## src/rtl/systolic_pe_pkg.sv

```systemverilog
// Shared constants for systolic PE arrays: FSM encoding and default widths.
package systolic_pe_pkg;

  localparam int unsigned DEFAULT_DATA_W = 16;
  localparam int unsigned DEFAULT_ACC_W  = 32;

  // Dot-product FSM encoding
  localparam logic [0:0] ST_IDLE = 1'b0;
  localparam logic [0:0] ST_ACC  = 1'b1;

endpackage

```

## src/rtl/pe_sat_add.sv

```systemverilog
// Signed W-bit saturating adder.
// Ports: a, b   - signed addends
//        sum_c  - sum clamped to signed W-bit bounds (combinational)
//        ovf_c  - high when the true sum was clamped (combinational)
module pe_sat_add #(
  parameter int unsigned W = 32
) (
  input  logic signed [W-1:0] a,
  input  logic signed [W-1:0] b,
  output logic signed [W-1:0] sum_c,
  output logic                ovf_c
);

  logic signed [W:0] full;

  // One extra bit holds the exact sum; the top two bits disagree on overflow
  always_comb begin
    full  = (W+1)'(a) + (W+1)'(b);
    ovf_c = full[W] ^ full[W-1];
    if (!ovf_c) begin
      sum_c = full[W-1:0];
    end else if (full[W]) begin
      sum_c = {1'b1, {(W-1){1'b0}}};
    end else begin
      sum_c = {1'b0, {(W-1){1'b1}}};
    end
  end

endmodule

```

## src/rtl/systolic_pe.sv

```systemverilog
// Systolic processing element: forwards operands east/south and accumulates
// framed dot products with saturation and a held-result handshake.
// Ports: clk, reset (async active-low)
//        in_a/in_b/in_valid/in_first/in_last  - operand stream
//        out_a/out_b/out_valid/out_first/out_last - 1-cycle forwarded stream
//        out_z/out_sat/out_z_valid/out_z_ready - result and handshake
//        proto_err, overrun                   - sticky error flags
module systolic_pe
  import systolic_pe_pkg::*;
#(
  parameter int unsigned DATA_W = DEFAULT_DATA_W,
  parameter int unsigned ACC_W  = DEFAULT_ACC_W
) (
  input  logic                     clk,
  input  logic                     reset,
  input  logic signed [DATA_W-1:0] in_a,
  input  logic signed [DATA_W-1:0] in_b,
  input  logic                     in_valid,
  input  logic                     in_first,
  input  logic                     in_last,
  output logic signed [DATA_W-1:0] out_a,
  output logic signed [DATA_W-1:0] out_b,
  output logic                     out_valid,
  output logic                     out_first,
  output logic                     out_last,
  output logic signed [ACC_W-1:0]  out_z,
  output logic                     out_z_valid,
  input  logic                     out_z_ready,
  output logic                     out_sat,
  output logic                     proto_err,
  output logic                     overrun
);

  localparam int unsigned PROD_W = 2 * DATA_W;

  if (ACC_W < PROD_W) begin : g_width_check
    $error("systolic_pe: ACC_W must be at least 2*DATA_W");
  end

  // Stage 1 registers
  logic signed [ACC_W-1:0] p1;
  logic                    v1, f1, l1;

  // Stage 2 registers
  logic [0:0]              state, state_nxt;
  logic signed [ACC_W-1:0] acc, acc_nxt;
  logic                    sat, sat_nxt;
  logic                    done, done_nxt;
  logic                    perr_nxt;

  logic signed [PROD_W-1:0] prod_c;
  logic signed [ACC_W-1:0]  sum_c;
  logic                     ovf_c;

  assign prod_c = PROD_W'(in_a) * PROD_W'(in_b);

  pe_sat_add #(.W(ACC_W)) u_sat_add (
    .a     (acc),
    .b     (p1),
    .sum_c (sum_c),
    .ovf_c (ovf_c)
  );

  // Forwarding and stage-1 product registers
  always_ff @(posedge clk or negedge reset) begin
    if (!reset) begin
      out_a     <= '0;
      out_b     <= '0;
      out_valid <= 1'b0;
      out_first <= 1'b0;
      out_last  <= 1'b0;
      p1        <= '0;
      v1        <= 1'b0;
      f1        <= 1'b0;
      l1        <= 1'b0;
    end else begin
      out_a     <= in_a;
      out_b     <= in_b;
      out_valid <= in_valid;
      out_first <= in_first;
      out_last  <= in_last;
      p1        <= ACC_W'(prod_c);
      v1        <= in_valid;
      f1        <= in_valid & in_first;
      l1        <= in_valid & in_last;
    end
  end

  // Stage-2 next state: accumulate, framing checks, result completion
  always_comb begin
    state_nxt = state;
    acc_nxt   = acc;
    sat_nxt   = sat;
    done_nxt  = 1'b0;
    perr_nxt  = proto_err;
    if (v1) begin
      if (f1) begin
        // A first inside an open dot product abandons the partial sum
        if (state == ST_ACC) perr_nxt = 1'b1;
        acc_nxt = p1;
        sat_nxt = 1'b0;
        if (l1) begin
          done_nxt  = 1'b1;
          state_nxt = ST_IDLE;
        end else begin
          state_nxt = ST_ACC;
        end
      end else if (state == ST_IDLE) begin
        perr_nxt = 1'b1;
      end else begin
        acc_nxt = sum_c;
        sat_nxt = sat | ovf_c;
        if (l1) begin
          done_nxt  = 1'b1;
          state_nxt = ST_IDLE;
        end
      end
    end
  end

  // Stage-2 state register and result output stage
  always_ff @(posedge clk or negedge reset) begin
    if (!reset) begin
      state       <= ST_IDLE;
      acc         <= '0;
      sat         <= 1'b0;
      done        <= 1'b0;
      proto_err   <= 1'b0;
      out_z       <= '0;
      out_sat     <= 1'b0;
      out_z_valid <= 1'b0;
      overrun     <= 1'b0;
    end else begin
      state     <= state_nxt;
      acc       <= acc_nxt;
      sat       <= sat_nxt;
      done      <= done_nxt;
      proto_err <= perr_nxt;
      if (done) begin
        // A stalled consumer keeps its held result; the new one is lost
        if (out_z_valid && !out_z_ready) begin
          overrun <= 1'b1;
        end else begin
          out_z       <= acc;
          out_sat     <= sat;
          out_z_valid <= 1'b1;
        end
      end else if (out_z_valid && out_z_ready) begin
        out_z_valid <= 1'b0;
      end
    end
  end

endmodule

```

## config.mk

```make
export PLATFORM = sky130hd
export DESIGN_NAME = systolic_pe
export DESIGN_NICKNAME = d
export VERILOG_FILES = /design/src/rtl/systolic_pe_pkg.sv /design/src/rtl/pe_sat_add.sv /design/src/rtl/systolic_pe.sv
export SDC_FILE = /design/constraint.sdc
export NUM_CORES = 1
export LEC_CHECK = 0
export CAP_MARGIN = 20
export CORE_MARGIN = 4
export CORE_UTILIZATION = 35
export CTS_CLUSTER_SIZE = 10
export DETAILED_ROUTE_END_ITERATION = 8
export PLACE_DENSITY = 0.64
export SETUP_SLACK_MARGIN = 0.02
export SYNTH_ARGS = -nofsm -noshare
export SYNTH_HDL_FRONTEND = slang
export SYNTH_SLANG_ARGS = --single-unit
```

## constraint.sdc

```tcl
create_clock -name clk -period 4.49 [get_ports clk]
set_input_delay 0.449 -clock clk [delete_from_list [all_inputs] [get_ports clk]]
set_output_delay 0.449 -clock clk [all_outputs]
set_load 0.02 [all_outputs]
```

Yosys cells after proc, flatten, opt, wreduce, memory -nomap -nowiden. Cells that the tools add are included.

Bitwise operators: 5. Add/subtract/negate cells: 1. Magnitude comparators: 0. Shifts and indexed selects: 0. Reduce and logical (&&, ||, !) cells: 10. Equal/unequal tests: 3. Div/mod/pow operators: 0. $mul: 1. Multiplexer cells: 19.

Operators with widths (count): two-way mux 32 bit (4); adder 32 x 32 -> 33 bit (1); multiplier 16 x 16 -> 32 bit (1); two-way mux 1 bit (15); AND reduction 2 bit (4); != test 2 bit (second input constant) (2); nonzero test 2 bit (2); AND reduction 3 bit (1); AND 1 bit (2); logical AND 1 bit (2); != test 2 x 1 -> 1 bit (second input constant) (1); logical NOT 1 bit (1); inverter 1 bit (1); OR 1 bit (1); bitwise XOR 1 bit (1).

Word-level logic and storage cells: 56. Memories: 0. Output and inout bits: 71. Input bits: 38. RAM bits: 0. Bits in read-only memories: 0. Latch bits: 0. Register bits: 140.

Logic depth before layout (Yosys ltp).
Depth after elaboration: 5. Gate-level depth with buffers: 25. Mapped depth without buffers: 23.

Cells and area by module. A second synthesis with hierarchy kept.

Cell total of the unflattened synthesis: 1676. Area total of the unflattened synthesis: 16543.4 sq um.

Modules (own cells, without submodules): systolic_pe (area an instance 14472.6 sq um, times used 1, cells an instance 1381, seq. area each 3503.4 sq um); pe_sat_add (area an instance 2070.7 sq um, times used 1, cells an instance 295, seq. area each 0.0 sq um).

Worst setup path before layout. OpenSTA, ideal clock, no wires.

Path type: input -> register. From: in in_a[15]. To: reg p1[30]. Setup slack: -1.600 ns. Library setup time: 0.080 ns. Path buffers: 1. Data required time: 4.410 ns. Stages: 20. Arrival: 6.010 ns. Cells stage by stage: clkbuf_1 -> nand2_1 -> inv_1 -> fa_1 -> fa_1 -> fa_1 -> fa_1 -> fa_1 -> inv_1 -> fa_1 -> inv_1 -> ha_1 -> a21o_1 -> a21o_1 -> a21oi_1 -> o21ai_0 -> a2111oi_0 -> o21bai_1 -> a21oi_1 -> xnor2_1.

Cells in the longest elaborated chain, start to end: 1.

RTL lines: start: declaration (RTL line systolic_pe.sv:16) `input logic signed [DATA_W-1:0] in_a,`; multiplier 16 x 16 -> 32 bit (RTL line systolic_pe.sv:55) `assign prod_c = PROD_W'(in_a) * PROD_W'(in_b);`; via prod_c[30] (RTL line systolic_pe.sv:51) `logic signed [PROD_W-1:0] prod_c;`; end signal: assignment (RTL line systolic_pe.sv:82) `p1 <= ACC_W'(prod_c);`; end: declaration (RTL line systolic_pe.sv:41) `logic signed [ACC_W-1:0] p1;`.

The timed path passes the listed nets, and every way through them passes these cells. A chain may end at the register's enable or synchronous reset.

Final worst setup path.
From: in in_a[12]. To: reg p1[31].

Same word-level chain as after synthesis.

==> out/metrics.yaml <==
layout:
  drive_above_1_share_pct: 26.2
  diodes: 0
  layout_common_cells: "inv_1, fa_1, buf_4"
  nFillCells: 4221
  multi_input_area_sq_mm: 0.0121
  syn_to_final_growth_pct: 31.8
  finalNonFillerCells: 2599
  layout_commonest_cell: "inv_1"
  area.sequential_sq_mm: 0.00350
  nets: 2402
  utilization_pct: 46.9
clock_network:
  path_clk_slew_ns: 0.06
  hold_buffers: 0
  cts.sinks: 140
  numCtsBuffers: 17
  cts_root_buffer: "clkbuf_16"
  cts_tree: "built"
  cts_max_level: 4
  clk_latency_ns: 0.47
  cts.path.max_buffers: 2
worst_setup_path:
  rr_startpoint: "acc[10]"
  cpPeakStageDelay_ns: 0.58
  worstPathRequired_ns: 4.83
  cp_max_fo: 8
  worstPathCellList: "clkdlybuf4s15_1, buf_6, and2_4, fa_1, fa_1, fa_1, fa_1, fa_1, inv_1, fa_1, inv_2, ha_4, a21o_1, a21o_1, a21o_1, buf_4, nor2_2, o211ai_1, a31o_2, a21oi_2, xnor2_1"
  crit_arrival_ns: 5.80
  r2r_slack_ns: 0.59
  cp-start-kind: "input port"
  critPathCaptureType: "flop"
  cp_slowest_cell: "fa_1"
  cpMostUsedCell: "fa_1"
  rr_worst_depth: 11
  reg2reg_to: "acc[12]"
  crit_type: "in2reg"
floorplan:
  die_h_um: 223
  core_area_sq_mm: 0.0457
  design.die.area_sq_mm: 0.0499
  dieWidth_um: 223
  boundaryPins: 109
  start_util_pct: 35.6
  fp-row-count: 78
routing:
  wl_um: 44100
  initialDrtViolationCount: 599
  vias: 12800
  drc_errors: 0
  postRouteAntennaNets: 0
  vias_per_cell: 4.91
  first_pass_iters: 5
  wl_per_cell_um: 17.0
flow_run:
  max-cap-violations: 0
sta:
  slew_headroom_pct: 44.6
  setup_slack_ns: -0.974
  period_needed_ns: 5.46
  slew_viol_final: 0
  rsz0062_at_grt: "yes"
  fmax_mhz: 183
  min_period_over_period_pct: 122
  finClkSkew_ns: 0.0151
  setup_viol: 23
  setup_tns_ns: -14.28
  tightest_slew_ns: 0.827
  timing.hold.ws_ns: 0.0118
  hold_viol_final: 0
placed_design:
  hpwl_um: 34400
  gp_congestion: 0.889
  placed_cells: 2509
  io_buffers: 108
run_status:
  outcome: "finished with violations"
  violations: "setup timing"
synth:
  synth_nets: 2087
  synth.distinct_cells: 57
  synthCells: 1671
  yosys_warnings: 0
  yosysSeqAreaShare_pct: 21.6
  synth_top_flop_cell: "dfrtp_1"
  ys_ff_latch: 140
  async_reset_ff_share_pct: 100
  syn_area_per_cell_sq_um: 9.72
  syn_area_sq_mm: 0.0162
  synth-edff-count: 0
grt:
  grt_pass1_wl_um: 71400
  grt_overflow: 0
  antenna_found_initial: 0
  grt_pass1_vias: 13700
  grt_max_degree: 75
  grt_use_total_pct: 17.8
hold_path:
  hold_class: "in2async"
-- through the flow --
stage / setup slack (ns) / instance area [sq um]
after floorplan: -1.20 / 16600
after global placement: -1.92 / 19600
after detailed placement: -2.03 / 19600
after CTS: -1.01 / 21100
after global routing: -1.15 / 21400
final: -0.974 / 21400
-- critical path: cells and delay by family --
| kind | cells | cell delay, ns |
|---|---|---|
| AO/OA/AOI/OAI | 6 | 1.01 |
| buffers and inverters | 5 | 0.60 |
| XOR/XNOR | 1 | 0.08 |
| AND/OR/NAND/NOR | 2 | 0.29 |
| adder cells (fa/ha/maj) | 7 | 3.37 |
-- layer usage --
metal  global-route usage [%]  vias to the layer above  share of wire [%]
met4                     5.63                        0                2.4
met2                     29.6                      312                 49
met3                     3.18                       64                4.3
li1                         -                     5885                  -
met5                        0                        -                  0
met1                     23.8                     6502                 44
-- state kept, by name, indices dropped and copies added (netlist names) --
| register | count |
|---|---|
| acc | 32 |
| done | 1 |
| f1 | 1 |
| l1 | 1 |
| out_a | 16 |
| out_b | 16 |
| out_first | 1 |
| out_last | 1 |
| out_sat | 1 |
| out_z | 32 |
| out_z_valid | 1 |
| overrun | 1 |
| p1 | 32 |
| proto_err | 1 |
| sat | 1 |
| state | 1 |
| v1 | 1 |
-- area by class of cell --
cell class	instances	area share (%)
clock buffer	18	2.01
clock inverter	14	0.707
inverter	303	5.34
multi-input combinational	1163	56.4
sequential	140	16.4
tap	600	3.51
timing repair buffer	361	15.7
-- worst max path at each step --
stage          depth (start not counted)     end  slack, ns      from
2_1_floorplan                         21  p1[30]      -1.20   in_b[6]
3_3_place_gp                          23  p1[30]      -1.92   in_b[4]
3_5_place_dp                          23  p1[30]      -2.03   in_b[4]
4_1_cts                               24  p1[31]      -1.01   in_a[5]
5_1_grt                               23  p1[31]      -1.15   in_a[9]
6_report                              21  p1[31]      -0.97  in_a[12]
-- what timing repair did --
action | 4_1_cts | 5_1_grt
pin swaps | 129 | 88
gates cloned | 6 | 0
buffers inserted | 44 | 15
setup endpoints to repair | 24 | 23
gates resized for setup | 269 | 84
-- cells by family (layout without fill, tap and decap cells) --
| family | count (synthesis) | count (layout) | synth area share (%) |
|---|---|---|---|
| buf+inv | 368 | 696 | 8.59 |
| mux | 32 | 32 | 2.21 |
| flops | 140 | 140 | 21.6 |
| simple gates | 426 | 426 | 13.0 |
| xor+xnor | 61 | 61 | 3.29 |
| fa+ha+maj | 378 | 378 | 41.3 |
| compound gates | 266 | 266 | 10.1 |
-- synth_stat cells, types with 8 or more instances --
cell / instances / share of area (%)
fa_1: 263 / 32
a21oi_1: 85 / 2.6
a31oi_1: 9 / 0.35
dfrtp_1: 140 / 22
clkbuf_1: 60 / 1.4
o211ai_1: 9 / 0.42
o21ai_0: 63 / 1.9
a21o_1: 39 / 1.8
o21ai_1: 10 / 0.31
nand2b_1: 17 / 0.65
and3_1: 11 / 0.42
nand2_1: 175 / 4.0
xor2_1: 18 / 0.97
mux2_2: 31 / 2.1
ha_1: 115 / 8.9
nand4_1: 8 / 0.31
nand3_1: 10 / 0.31
inv_1: 303 / 7.0
xnor2_1: 43 / 2.3
and2_1: 130 / 5.0
nor2_1: 48 / 1.1
Power is not shown: default switching activity piles up to over one toggle a cycle in this logic, so the estimate is an artifact.
